--- src/rtl/uart_rx_connector.sv ---
`default_nettype none
// ============================================================================
// Module   : uart_rx_connector
// Brief    : 8N1 UART receiver. It synchronises the RX pin, samples each bit
//            at mid-bit and writes good bytes into the RX FIFO write port.
//            It flags framing and overrun errors and keeps a running count of
//            the bytes written.
// Revision : 1.0 - initial release
// ============================================================================
module uart_rx_connector #(
    parameter int CLKS_PER_BIT = 868
) (
    input  logic        i_clk,
    input  logic        i_rst,
    input  logic        i_RX_uart,
    input  logic        i_full_rx,
    output logic [7:0]  o_RX_DATA,
    output logic        o_wr_rx,
    output logic        o_RX_active,
    output logic        o_frame_err,
    output logic        o_overrun_err,
    output logic [15:0] o_byte_cnt
);

    // Bit-timer width follows from the bit period and is not meant to be overridden.
    localparam int CNT_W = (CLKS_PER_BIT > 1) ? $clog2(CLKS_PER_BIT) : 1;
    localparam logic [CNT_W-1:0] c_HALF = CNT_W'((CLKS_PER_BIT - 1) / 2);
    localparam logic [CNT_W-1:0] c_LAST = CNT_W'(CLKS_PER_BIT - 1);
    localparam logic [CNT_W-1:0] c_ONE  = CNT_W'(1);

    localparam logic [2:0] c_S_IDLE  = 3'd0;
    localparam logic [2:0] c_S_START = 3'd1;
    localparam logic [2:0] c_S_DATA  = 3'd2;
    localparam logic [2:0] c_S_STOP  = 3'd3;
    localparam logic [2:0] c_S_BREAK = 3'd4;

    logic             r_sync1;
    logic             r_sync2;
    logic [2:0]       r_state;
    logic [CNT_W-1:0] r_timer;
    logic [2:0]       r_idx;
    logic [7:0]       r_shift;

    logic             w_rx_s;
    logic [2:0]       w_state_nxt;
    logic [CNT_W-1:0] w_timer_nxt;
    logic [2:0]       w_idx_nxt;
    logic [7:0]       w_shift_nxt;
    logic             w_stop_good;
    logic             w_stop_bad;

    assign w_rx_s = r_sync2;

    // Two-flop synchroniser on the asynchronous pin; idles high so reset loads 1.
    always_ff @(posedge i_clk) begin
        if (i_rst) begin
            r_sync1 <= 1'b1;
            r_sync2 <= 1'b1;
        end else begin
            r_sync1 <= i_RX_uart;
            r_sync2 <= r_sync1;
        end
    end

    // Receiver state, bit timer, bit index and shift register.
    always_ff @(posedge i_clk) begin
        if (i_rst) begin
            r_state <= c_S_IDLE;
            r_timer <= '0;
            r_idx   <= 3'd0;
            r_shift <= 8'h00;
        end else begin
            r_state <= w_state_nxt;
            r_timer <= w_timer_nxt;
            r_idx   <= w_idx_nxt;
            r_shift <= w_shift_nxt;
        end
    end

    // Next-state logic: the start bit is checked at its middle, and every later
    // sample then falls one full bit period after the previous one.
    always_comb begin
        w_state_nxt = r_state;
        w_timer_nxt = r_timer;
        w_idx_nxt   = r_idx;
        w_shift_nxt = r_shift;
        w_stop_good = 1'b0;
        w_stop_bad  = 1'b0;
        case (r_state)
            c_S_IDLE: begin
                if (!w_rx_s) begin
                    w_state_nxt = c_S_START;
                    w_timer_nxt = '0;
                end
            end
            c_S_START: begin
                if (r_timer == c_HALF) begin
                    w_timer_nxt = '0;
                    if (!w_rx_s) begin
                        w_state_nxt = c_S_DATA;
                        w_idx_nxt   = 3'd0;
                    end else begin
                        // Start bit no longer low at mid-bit: treat it as a glitch.
                        w_state_nxt = c_S_IDLE;
                    end
                end else begin
                    w_timer_nxt = r_timer + c_ONE;
                end
            end
            c_S_DATA: begin
                if (r_timer == c_LAST) begin
                    w_timer_nxt         = '0;
                    w_shift_nxt[r_idx]  = w_rx_s;
                    if (r_idx == 3'd7) begin
                        w_state_nxt = c_S_STOP;
                    end else begin
                        w_idx_nxt = r_idx + 3'd1;
                    end
                end else begin
                    w_timer_nxt = r_timer + c_ONE;
                end
            end
            c_S_STOP: begin
                if (r_timer == c_LAST) begin
                    w_timer_nxt = '0;
                    if (w_rx_s) begin
                        w_stop_good = 1'b1;
                        w_state_nxt = c_S_IDLE;
                    end else begin
                        w_stop_bad  = 1'b1;
                        w_state_nxt = c_S_BREAK;
                    end
                end else begin
                    w_timer_nxt = r_timer + c_ONE;
                end
            end
            c_S_BREAK: begin
                // A held-low line must return high before a new frame can start.
                if (w_rx_s) begin
                    w_state_nxt = c_S_IDLE;
                end
            end
            default: begin
                w_state_nxt = c_S_IDLE;
            end
        endcase
    end

    // Write / error decision, taken on the stop-bit sample and visible one cycle later.
    always_ff @(posedge i_clk) begin
        if (i_rst) begin
            o_RX_DATA     <= 8'h00;
            o_wr_rx       <= 1'b0;
            o_frame_err   <= 1'b0;
            o_overrun_err <= 1'b0;
            o_byte_cnt    <= 16'h0000;
        end else begin
            o_wr_rx       <= w_stop_good & ~i_full_rx;
            o_overrun_err <= w_stop_good & i_full_rx;
            o_frame_err   <= w_stop_bad;
            if (w_stop_good && !i_full_rx) begin
                o_RX_DATA  <= r_shift;
                o_byte_cnt <= o_byte_cnt + 16'd1;
            end
        end
    end

    assign o_RX_active = (r_state != c_S_IDLE) && (r_state != c_S_BREAK);

endmodule
`default_nettype wire

--- config.mk ---
export PLATFORM = sky130hd
export DESIGN_NAME = uart_rx_connector
export DESIGN_NICKNAME = d
export VERILOG_FILES = /design/src/rtl/uart_rx_connector.sv
export SDC_FILE = /design/constraint.sdc
export NUM_CORES = 1
export LEC_CHECK = 0
export ABC_AREA = 1
export CORE_MARGIN = 4
export CORE_UTILIZATION = 50
export CTS_BUF_LIST = sky130_fd_sc_hd__clkbuf_8 sky130_fd_sc_hd__clkbuf_16
export CTS_CLUSTER_SIZE = 16
export DETAILED_ROUTE_END_ITERATION = 6
export PLACE_DENSITY = 0.78
export SLEW_MARGIN = 20
export SYNTH_ARGS = -nofsm -noshare
export SYNTH_HDL_FRONTEND = slang
export SYNTH_SLANG_ARGS = --single-unit
--- constraint.sdc ---
create_clock -name i_clk -period 2.2 [get_ports i_clk]
set_input_delay 0.33 -clock i_clk [delete_from_list [all_inputs] [get_ports i_clk]]
set_output_delay 0.33 -clock i_clk [all_outputs]
set_load 0.05 [all_outputs]
; ---- Word level (Yosys, flattened, before mapping)
; Cells that the tools add are included.
[classes]
n_eq_ne = 16
n_mux = 25
bitwise = 5
addsub = 3
reduce_logical = 14
magnitude_cmp = 2
[op_table]
columns = cell, n
row1 = two-way mux 3 bit, 11
row2 = two-way mux 10 bit, 3
row3 = one-hot mux 10 bit (3 select lines), 1
row4 = "adder 16 x 1 -> 16 bit, second input constant", 1
row5 = "!= test 2 bit, second input constant", 8
row6 = one-hot mux 3 bit (5 select lines), 1
row7 = "adder 10 x 1 -> 10 bit, second input constant", 1
row8 = "== test 10 bit, second input constant", 1
row9 = "== test 10 x 9 -> 1 bit, second input constant", 1
row10 = bitwise mux 8 bit, 1
row11 = "== test 3 x 2 -> 1 bit, second input constant", 2
row12 = "== test 3 bit, second input constant", 2
row13 = one-hot mux 3 bit (2 select lines), 1
row14 = AND reduction 6 bit, 1
row15 = nonzero test 3 bit, 2
row16 = two-way mux 1 bit, 5
row17 = AND reduction 5 bit, 1
row18 = "less-than comparator 3 x 4 -> 1 bit, second input constant", 1
row19 = AND reduction 2 bit, 2
row20 = "adder 3 x 1 -> 3 bit, second input constant", 1
row21 = demux 1 bit (select 3 bit), 1
row22 = "== test 3 x 1 -> 1 bit, second input constant", 1
row23 = ">= comparator 3 x 1 -> 1 bit, second input constant", 1
row24 = logical AND 1 bit, 3
row25 = other kinds (9), 12
[word_totals]
in_bits = 4
regBits = 53
output_inout_bits = 28
elab_cells = 76

; ---- Depth between registers and ports, before layout
[logic_depth]
word_depth = 5
mapped_depth = 11
mapped_depth_nobuf = 11

; ---- Worst setup path before layout
; Ideal clock, no wire load.
[synth_path]
kind = register to register
from = reg o_byte_cnt[1]
to = reg o_byte_cnt[14]
path_stages_with_launch = 9
t_arrival_ns = 1.571
slack_ns = 0.502
required_ns = 2.073
cell_sequence = dfxtp_1 -> ha_1 -> nand3_1 -> nor2_1 -> nand2_1 -> o21ai_0 -> nand2_1 -> nand2_1 -> a21oi_1
[synth_between]
elab_chain_cells = 1
[synth_lines]
columns = item, line
row1 = start: declaration, 22  ; output logic [15:0] o_byte_cnt
row2 = start signal: assignment, 163  ; o_byte_cnt <= o_byte_cnt + 16'd1;
row3 = adder 16 x 1 -> 16 bit, 163
; No other way between the ends.
; A chain may end at the register's enable or synchronous reset.

; ---- Worst setup path after layout
[layout_path]
from = reg r_state[0]
to = out o_RX_active
[layout_between]
elab_chain_cells = 2
elab_cells_between_ends = 3
classes_between = 1 x eq/ne / 2 x reduce/logical
[layout_lines]
columns = item, line
row1 = start: declaration, 39  ; logic [2:0] r_state;
row2 = start signal: assignment, 68  ; r_state <= c_S_IDLE;
row3 = start signal: assignment, 73  ; r_state <= w_state_nxt;
row4 = != test 3 bit or nonzero test 3 bit (tied branches), 168  ; assign o_RX_active = (r_state != c_S_IDLE) && (r_state != c_S_BREAK);
row5 = logical AND 1 bit *, 168
row6 = end: declaration, 19  ; output logic o_RX_active,
; Every way passes the cells marked *; elsewhere a longest branch is shown, timed or not.

==> results.rst <==
.. list-table::
   :header-rows: 1

   * - Metric
     - Value
   * - Global route total overflow
     - 0
   * - Standard cell core area
     - between 5000 and 6000 sq um
   * - Count of pins over their slew limit
     - 0
   * - Count of inserted antenna diode cells
     - 0
   * - Row Count
     - 27
   * - Clock Tree Buf Depth
     - 2
   * - Type of element capturing the critical path
     - output port
   * - Class of the most critical setup path
     - flop to output port
   * - Flops & latches, synth
     - 53
   * - Share of final-layout standard cells stronger than drive strength 1
     - 8.11%
   * - Number of clock buffers inserted by TritonCTS
     - 5
   * - Hold crit path type
     - flop to flop
   * - Total nets after synthesis
     - 431
   * - Final weighted congestion in routability-driven placement
     - around 0.9
   * - Post-CTS Setup Bufs
     - 0
   * - Die Height
     - 83.1 um
   * - Placed Cells incl. Taps
     - between 500 and 600
   * - Outcome
     - completed
   * - Number of maximum-capacitance constraint violations
     - 0
   * - Die Width
     - 83.1 um
   * - Area taken by multi-input logic gates
     - 1510 sq um
   * - Clock tree from TritonCTS
     - built
   * - Total global routing track utilization
     - 19.3%
   * - Count of TritonRoute iterations in the first routing pass
     - 4
   * - Finished layout cell area
     - 3290 sq um
   * - Global-route wire length before repair
     - approximately 11 mm
   * - Antenna violations before repair
     - 0
   * - Signed area change from the synthesized netlist to the final layout
     - 16.9%
   * - Number of standard cells in the final layout excluding fillers
     - 528
   * - Startpoint types
     - flop
   * - Port Buffer Count
     - 31
   * - Clock tree skew after final layout
     - 0.00853 ns
   * - Top fanout value on the critical path
     - 5
   * - Fraction of the yosys area taken by sequential cells
     - a little under two fifths
   * - Transition time at the pin with the least slew margin
     - between 0.5 and 0.6 ns
   * - Placed cell area
     - between 3000 and 4000 sq um
   * - Setup_tns
     - 0 ns
   * - Switching Power
     - slightly below 800 uW
   * - Worst IR Drop VDD
     - 0.000400 V
   * - Max Fclk
     - around 480 MHz
   * - Setup-failing EPs final
     - 0
   * - Pin count of the biggest net entering global routing
     - 21
   * - Post-DR wirelength/cell
     - 12.1 um
   * - Internal power consumption
     - approximately 1.4 mW
   * - CP arrival
     - 1.77 ns
   * - Final ANT Viol Nets
     - 0
   * - Clock power frac
     - approximately a quarter
   * - Worst hold margin
     - roughly 0.44 ns
   * - Number of sinks driven by the clock tree
     - between 50 and 60
   * - Post-synthesis cell type count
     - 33
   * - H-Tree Depth
     - 2
   * - Flip-flop and latch area
     - between 1000 and 1500 sq um
   * - Synthesized area per cell
     - approximately 6.7 sq um
   * - Count of cells resized by post-cts repair
     - 0
   * - Worst setup slack after placement
     - between 0.3 and 0.4 ns
   * - Largest cells by area after synthesis
     - sky130_fd_sc_hd__dfxtp_1 (38%), sky130_fd_sc_hd__nand2_1 (14%), sky130_fd_sc_hd__nor2_1 (9.1%)
   * - Cells after Synth
     - approximately 420
   * - CP Data Required Time
     - ~1.9 ns
   * - Worst Setup Slack, final
     - ~0.10 ns
   * - Register share of total power
     - a little under half
   * - Via count of the first global-routing pass
     - between 2000 and 3000
   * - Post-cts hold buffer count
     - 0
   * - Share of the clock period used by the worst path after layout
     - between 90% and 100%
   * - Net switching share of the total power
     - a little over a third
   * - Final Hold Vio Count
     - 0
   * - Syn Std Cell Area
     - roughly 2800 sq um
   * - Hpwl dp
     - approximately 4.7 mm
   * - Combinational fraction of design power
     - around 26%
   * - Max-Slew Margin vs Limit
     - roughly 66%
   * - Cell type with the highest aggregate area in the netlist
     - sky130_fd_sc_hd__dfxtp_1
   * - Count of unresolved DRC violations after routing
     - 0
   * - Routed WL
     - between 6 and 7 mm
   * - Worst skew pair latency
     - around 0.32 ns
   * - # IOs
     - 32
   * - Overall die area
     - 6900 sq um
   * - Detailed-route vias per instance
     - just over 5
   * - RSZ-0062 raised after global routing
     - no
   * - Share of the synthesized area in the top cell type
     - 37.7%
   * - DRT iter0 DRCs
     - about 190
   * - Via count
     - ~2700
   * - Starting Density
     - 51.5%
   * - Post-route minimum period
     - about 2.1 ns
   * - Total number of yosys warnings
     - 0
   * - Pwr dens
     - roughly 660 nW/um^2
   * - Leakage Power
     - ~1.4 nW
   * - Reg clk slew, reported paths
     - around 0.1 ns
   * - Root buffer cell
     - sky130_fd_sc_hd__clkbuf_8
   * - Number of filler cells placed in the layout
     - a little over 500
   * - Layout net count
     - approximately 460
[path summary, 6_finish.rpt]
check,startpoint,endpoint,slack (ns),depth (start not counted)
hold reg to reg,r_sync1$_SDFF_PP1_,r_sync2$_SDFF_PP1_,0.44,1
setup reg to reg,r_timer[0]$_SDFFE_PP0P_,r_timer[2]$_SDFFE_PP0P_,0.41,10
hold / removal,r_sync1$_SDFF_PP1_,r_sync2$_SDFF_PP1_,0.44,1
setup / recovery,r_state[0]$_SDFFE_PP0P_,o_RX_active,0.10,3
[logic make-up after synthesis]
group	synth area share, %
compound gates	9.73
fa+ha+maj	2.22
flops	37.7
buf+inv	8.84
simple gates	40.0
xor+xnor	1.55
[routing by layer]
metal  wire (um)  vias up  GRT usage [%]
met5           0        -              0
met4         123        0           6.98
met3         342       14           4.27
met2        2850       64           30.7
met1        3060     1223           25.7
li1            -     1408              -
[state kept, by name, summed over array words and instances (netlist names)]
signal / count
o_wr_rx: 1
o_RX_DATA: 8
r_state: 3
o_byte_cnt: 16
r_timer: 10
r_sync1: 1
r_sync2: 1
r_shift: 8
r_idx: 3
o_frame_err: 1
o_overrun_err: 1
[critical path, stage by stage (launching register included)]
cell and delay, ns:
sky130_fd_sc_hd__dfxtp_1 0.45, sky130_fd_sc_hd__nor2_1 0.14, sky130_fd_sc_hd__inv_1 0.07, sky130_fd_sc_hd__clkdlybuf4s50_1 0.79
[layout make-up]
class	count	share of cell area (%)
Clock inverter	3	0.646
Multi-Input combinational cell	305	45.8
Timing Repair Buffer	34	10.1
Tap cell	72	2.74
Sequential cell	53	32.2
Clock buffer	5	2.09
Inverter	56	6.42
[layout by cell type, fill, tap and decap left out, types with 3 or more instances in the layout]
master,count
sky130_fd_sc_hd__nand3b_1,3
sky130_fd_sc_hd__buf_4,3
sky130_fd_sc_hd__xor2_1,5
sky130_fd_sc_hd__o21ai_0,18
sky130_fd_sc_hd__nor2_4,6
sky130_fd_sc_hd__a21oi_1,27
sky130_fd_sc_hd__nand4_1,9
sky130_fd_sc_hd__inv_1,50
sky130_fd_sc_hd__nand2_1,107
sky130_fd_sc_hd__nor2_1,68
sky130_fd_sc_hd__nand3_1,26
sky130_fd_sc_hd__dfxtp_1,53
sky130_fd_sc_hd__clkbuf_8,5
sky130_fd_sc_hd__nand2_2,3
sky130_fd_sc_hd__clkdlybuf4s50_1,31
sky130_fd_sc_hd__nor3_1,8
sky130_fd_sc_hd__ha_1,5
sky130_fd_sc_hd__inv_2,4
sky130_fd_sc_hd__nand3_2,4
[through the flow]
stage	power [mW]	util (%)
after floorplan	1.48	-
after global placement	1.60	58.5
after detailed placement	1.61	58.5
after CTS	2.18	60.2
after global routing	2.30	60.2
final	2.17	60.2
[synthesized netlist by cell type]
cell type                  number
sky130_fd_sc_hd__inv_2          4
sky130_fd_sc_hd__o21ai_1        2
sky130_fd_sc_hd__o21ai_0       18
sky130_fd_sc_hd__or2_2          2
sky130_fd_sc_hd__ha_1           5
sky130_fd_sc_hd__clkinv_1       1
sky130_fd_sc_hd__nor3_1         8
sky130_fd_sc_hd__nand2_1      107
sky130_fd_sc_hd__nand2_4        1
sky130_fd_sc_hd__nor3_4         1
sky130_fd_sc_hd__buf_4          1
sky130_fd_sc_hd__nand4_1        9
sky130_fd_sc_hd__buf_2          3
sky130_fd_sc_hd__nor2_1        68
sky130_fd_sc_hd__nor2_4         6
sky130_fd_sc_hd__a21oi_1       27
sky130_fd_sc_hd__nand4_4        1
sky130_fd_sc_hd__nand2_2        3
sky130_fd_sc_hd__o211ai_1       2
sky130_fd_sc_hd__xor2_1         5
sky130_fd_sc_hd__dfxtp_1       53
sky130_fd_sc_hd__nand3_1       26
sky130_fd_sc_hd__clkbuf_1       4
sky130_fd_sc_hd__clkinv_2       1
sky130_fd_sc_hd__inv_1         50
sky130_fd_sc_hd__nand3_2        4
sky130_fd_sc_hd__o21bai_1       1
sky130_fd_sc_hd__and3_1         1
sky130_fd_sc_hd__nor3b_1        1
sky130_fd_sc_hd__a21oi_4        1
sky130_fd_sc_hd__nor4_1         1
sky130_fd_sc_hd__nor2_2         2
sky130_fd_sc_hd__nand3b_1       3
[power by group through the flow]
stage	clock network (mW)	registers [mW]	logic, mW
after floorplan	0	1.05	0.431
after global placement	0	1.05	0.545
after detailed placement	0	1.06	0.551
after CTS	0.585	1.04	0.555
after global routing	0.622	1.04	0.640
final	0.570	1.04	0.562
(Power assumes the default switching activity.)
